===== src/rtl/rotate_right_sequencer_if.sv =====
// Bus bundle for the multi-cycle right-rotate unit: request/operand
// signals from the requester and result/status back from the unit.
interface rotate_right_sequencer_if #(
   parameter int WIDTH = 8,
   parameter int CNT_W = 3
);
   logic             start;
   logic [WIDTH-1:0] b;
   logic [CNT_W-1:0] count;
   logic [WIDTH-1:0] shr;
   logic             busy;
   logic             done;
   logic             zero;
   logic             sign;

   modport master (
      output start, b, count,
      input  shr, busy, done, zero, sign
   );

   modport slave (
      input  start, b, count,
      output shr, busy, done, zero, sign
   );
endinterface


===== src/rtl/rotate_right_sequencer.sv =====
// Multi-cycle circular right-rotate: one bit position per clock, result
// register plus zero/sign flags loaded together when the rotation completes,
// followed by a one-cycle done pulse. A start seen in DONE is accepted
// immediately so operations can run back to back.
module rotate_right_sequencer #(
   parameter int WIDTH = 8,
   parameter int CNT_W = 3
) (
   input  logic                      clk,
   input  logic                      reset,
   rotate_right_sequencer_if.slave   bus
);

   typedef enum logic [1:0] {
      S_IDLE  = 2'd0,
      S_SHIFT = 2'd1,
      S_DONE  = 2'd2
   } state_t;

   state_t           r_state;
   state_t           w_state_nxt;
   logic [WIDTH-1:0] r_sreg;
   logic [CNT_W-1:0] r_rem;
   logic [WIDTH-1:0] r_shr;
   logic             r_zero;
   logic             r_sign;

   logic             w_busy;
   logic             w_done;
   logic             w_accept;
   logic             w_last;
   logic             w_load;
   logic [WIDTH-1:0] w_rot;
   logic [WIDTH-1:0] w_load_val;

   // Single-position circular right rotate; the LSB wraps into the MSB.
   function automatic logic [WIDTH-1:0] rotr1(input logic [WIDTH-1:0] x);
      return {x[0], x[WIDTH-1:1]};
   endfunction

   // A request is taken whenever no rotation is in flight (IDLE or DONE).
   assign w_accept   = bus.start && (r_state != S_SHIFT);
   assign w_rot      = rotr1(r_sreg);
   assign w_last     = (r_state == S_SHIFT) && (r_rem == CNT_W'(1));
   // Result loads either on a zero-count accept (operand passes straight
   // through) or on the final rotate step (rotated value written directly).
   assign w_load     = (w_accept && (bus.count == '0)) || w_last;
   assign w_load_val = w_last ? w_rot : bus.b;

   // State register.
   always_ff @(posedge clk) begin
      if (reset) r_state <= S_IDLE;
      else       r_state <= w_state_nxt;
   end

   // Next-state and status decode.
   always_comb begin
      w_state_nxt = r_state;
      w_busy      = 1'b0;
      w_done      = 1'b0;
      unique case (r_state)
         S_IDLE: begin
            if (bus.start) w_state_nxt = (bus.count == '0) ? S_DONE : S_SHIFT;
         end
         S_SHIFT: begin
            w_busy = 1'b1;
            if (r_rem == CNT_W'(1)) w_state_nxt = S_DONE;
         end
         S_DONE: begin
            w_done = 1'b1;
            if (bus.start) w_state_nxt = (bus.count == '0) ? S_DONE : S_SHIFT;
            else           w_state_nxt = S_IDLE;
         end
         default: w_state_nxt = S_IDLE;
      endcase
   end

   // Shift register and remaining count: capture on accept, step while shifting.
   always_ff @(posedge clk) begin
      if (reset) begin
         r_sreg <= '0;
         r_rem  <= '0;
      end else if (w_accept) begin
         r_sreg <= bus.b;
         r_rem  <= bus.count;
      end else if (r_state == S_SHIFT) begin
         r_sreg <= w_rot;
         r_rem  <= r_rem - CNT_W'(1);
      end
   end

   // Result and flags change only on entry to DONE, always from the same value.
   always_ff @(posedge clk) begin
      if (reset) begin
         r_shr  <= '0;
         r_zero <= 1'b1;
         r_sign <= 1'b0;
      end else if (w_load) begin
         r_shr  <= w_load_val;
         r_zero <= (w_load_val == '0);
         r_sign <= w_load_val[WIDTH-1];
      end
   end

   assign bus.shr  = r_shr;
   assign bus.zero = r_zero;
   assign bus.sign = r_sign;
   assign bus.busy = w_busy;
   assign bus.done = w_done;

endmodule

===== src/flat_wrapper.sv =====
// flat-port wrapper written by rule: the top's interface ports become plain ports
module rotate_right_sequencer_flat 
#(
   parameter int WIDTH = 8,
   parameter int CNT_W = 3
)
  (clk, reset, bus_start, bus_b, bus_count, bus_shr, bus_busy, bus_done, bus_zero, bus_sign);
  rotate_right_sequencer_if #(.WIDTH(WIDTH), .CNT_W(CNT_W)) bus_i ();
  input  logic clk;
  input  logic reset;
  input wire logic [$bits(bus_i.start)-1:0] bus_start;
  input wire logic [$bits(bus_i.b)-1:0] bus_b;
  input wire logic [$bits(bus_i.count)-1:0] bus_count;
  output wire logic [$bits(bus_i.shr)-1:0] bus_shr;
  output wire logic [$bits(bus_i.busy)-1:0] bus_busy;
  output wire logic [$bits(bus_i.done)-1:0] bus_done;
  output wire logic [$bits(bus_i.zero)-1:0] bus_zero;
  output wire logic [$bits(bus_i.sign)-1:0] bus_sign;
  assign bus_i.start = bus_start;
  assign bus_i.b = bus_b;
  assign bus_i.count = bus_count;
  assign bus_shr = bus_i.shr;
  assign bus_busy = bus_i.busy;
  assign bus_done = bus_i.done;
  assign bus_zero = bus_i.zero;
  assign bus_sign = bus_i.sign;
  rotate_right_sequencer #(.WIDTH(WIDTH), .CNT_W(CNT_W)) u_core (.clk(clk), .reset(reset), .bus(bus_i));
endmodule

===== config.mk =====
export PLATFORM = sky130hd
export DESIGN_NAME = rotate_right_sequencer_flat
export DESIGN_NICKNAME = d
export VERILOG_FILES = /design/src/rtl/rotate_right_sequencer_if.sv /design/src/rtl/rotate_right_sequencer.sv /design/src/flat_wrapper.sv
export SDC_FILE = /design/constraint.sdc
export NUM_CORES = 1
export LEC_CHECK = 0
export CAP_MARGIN = 10
export CORE_MARGIN = 2
export CORE_UTILIZATION = 55
export CTS_BUF_LIST = sky130_fd_sc_hd__clkbuf_8
export DETAILED_ROUTE_END_ITERATION = 8
export GPL_TIMING_DRIVEN = 1
export PLACE_DENSITY = 0.87
export SLEW_MARGIN = 20
export SYNTH_ARGS = -nofsm -noshare
export SYNTH_HDL_FRONTEND = slang
export SYNTH_SLANG_ARGS = --single-unit

===== constraint.sdc =====
create_clock -name clk -period 4 [get_ports clk]
set_input_delay 0.8 -clock clk [delete_from_list [all_inputs] [get_ports clk]]
set_output_delay 0.8 -clock clk [all_outputs]
set_load 0.05 [all_outputs]

==> out/results.tsv <==
metric	value	unit
status	complete, no violations	
die height	49.1	um
worst path required time	3200	ps
PD cells	401	nW/um^2
Top-Level Pins	26	
Post-synth ARST share	0	%
Hold Vio Cnt, Final	0	
Critical Path Source Type	register	
post_cts resized	0	
total CTS buffers	3	
leak pwr	0.537	nW
max-slew violations	0	
Synth cell types	34	
Initial Utilization	57.6	%
CP Buf/Inv Count	2	
most common cell after layout, fill and taps aside	clkdlybuf4s50_1	
n_diodes	0	
most frequent cells in the layout	clkdlybuf4s50_1, dfxtp_1, nor2_1, nand2_1, a211oi_1	
Worst EP arrival	2130	ps
Pwr Total	563	uW
unrepaired setup endpoints after global routing	no	
final instance area	1400	um^2
CTS max path bufs	2	
Mapped Nets	142	
Max H-tree Level	1	
post-synthesis sequential area ratio	39.4	%
final wirelength	2480	um
clock skew	5.98	ps
core footprint	1940	um^2
Place WS	1350	ps
Critical Path Fanout Max	23	
Inst Count DP	169	
fin util	72.2	%
GPL Wtd Cong	0.772	
placed inst area	1350	um^2
post-route clock period utilization	73.3	%
Top delay family on crit path	buffers and inverters	
layout cells sized above 1	8.90	%
main flop type after synthesis	dfxtp_1	
Hold WC Path Type	register to register	
global-route wire length before repair	4230	um
synth-to-layout area growth	25.4	%
I/O Buffers	25	
number of synthesized flops with an enable pin	0	
CTS Hold Bufs	0	
row count	16	
largest net degree at the start of global routing	24	
YS warnings	0	
Setup CP Type	register to output pin	
nets	163	
syn avg cell area	8.88	um^2
post-DP HPWL	1730	um
vias in the first global route	917	
cell taking the most area after synthesis	dfxtp_1	
Synth area leaders	dfxtp_1, mux2i_1, a211oi_1, nand2_1, nor2_1	
Die Area	2410	um^2
# setup viols final	0	
1st-iter DRT viols	17	
# DRC	0	
crit-path cells	nand2b_2, inv_1, clkdlybuf4s50_1	
antenna violation net count after detailed routing	0	
setup_tns	0	ps
worst rel slew slack	43.1	%
critical path's largest stage delay	840	ps
CTS root buf	clkbuf_8	
maximum vdd drop	0.267	mV
setup slack after layout	1070	ps
FMAX	341	MHz
CP endpoint kind	output pin	
Worst-Skew Late Latency	270	ps
Hold Slack	491	ps
# clock sinks	22	
antenna violations before repair	0	
Vias/cell	5.75	
total global-route track usage	22.5	%
grt ovf	0	
post-CTS setup buffer count	0	
Yosys reg bits	22	
Clock Pin Slew Worst Setup and Hold Paths	80	ps
min cycle time layout	2930	ps
Synth Instances	126	
FILL cells	151	
DR pass1 iterations	4	
vias	994	
WL per Instance	14.3	um
TritonCTS clock tree	yes	
Finished Layout Cells	173	
Die X	49.1	um
slowest cell on the critical path	clkdlybuf4s50_1	
slew of the pin with the lowest slew margin	851	ps
Max-Cap Viols	0	
post-synth top area share	39.4	%
Mapped Area	1120	um^2
==> layout make-up <==
type | instances | area [um^2] | share of cell area, %
clock buffer | 4 | 55.1 | 3.93
inverter | 6 | 22.5 | 1.61
multi-input combinational | 89 | 601 | 42.8
sequential | 22 | 440 | 31.4
tap | 27 | 33.8 | 2.41
timing repair buffer | 25 | 250 | 17.8
==> registers in the layout, summed over array words and instances (netlist names) <==
| register | cells |
|---|---|
| u_core.bus.shr | 7 |
| u_core.r_sreg | 8 |
| u_core.r_rem | 3 |
| u_core.bus.sign | 1 |
| u_core.r_state | 2 |
| u_core.bus.zero | 1 |
==> report_power, final <==
group          switching (mW)  internal, mW  leakage (nW)
Sequential             0.0180         0.240         0.181
Combinational          0.0849        0.0579         0.327
Clock                  0.0743        0.0879        0.0288
Total                   0.177         0.385         0.537
==> cell families after synthesis <==
logic type      count (synthesis)  share of synthesized area, %
simple gates                   51                          22.6
compound gates                 28                          21.7
flops                          22                          39.4
buf+inv                        15                          6.93
mux                             8                          7.16
fa+ha+maj                       2                          2.24
==> cell usage after synthesis, types with 3 or more instances <==
library cell / number
a211oi_1: 10
a311oi_1: 4
a311oi_2: 3
clkbuf_1: 4
dfxtp_1: 22
inv_1: 6
mux2i_1: 8
nand2_1: 16
nor2_1: 16
nor3_1: 4
==> worst register-to-register path, cell delays in order (launching register included) <==
cell,delay [ps]
dfxtp_1,380
nand2b_2,410
inv_1,220
nand2_2,200
o22ai_1,140
a221o_1,320
==> metal layers <==
metal  part of all wire (%)  vias to the layer above  GRT usage [%]
li1                       -                      493              -
met1                     45                      460           30.0
met2                     48                       36           36.9
met3                    5.5                        5           1.84
met4                    1.7                        0           10.0
met5                      0                        -              0
==> worst paths after layout <==
check	cells after the start	to	startpoint	slack, ps
setup / recovery	3	bus_busy	u_core.r_state[0]	1070
hold / removal	1	u_core.bus.zero	u_core.bus.zero	490
setup reg to reg	5	u_core.bus.zero	u_core.r_state[1]	2210
hold reg to reg	1	u_core.bus.zero	u_core.bus.zero	490
No activity file was read; power rests on OpenSTA's default activity.
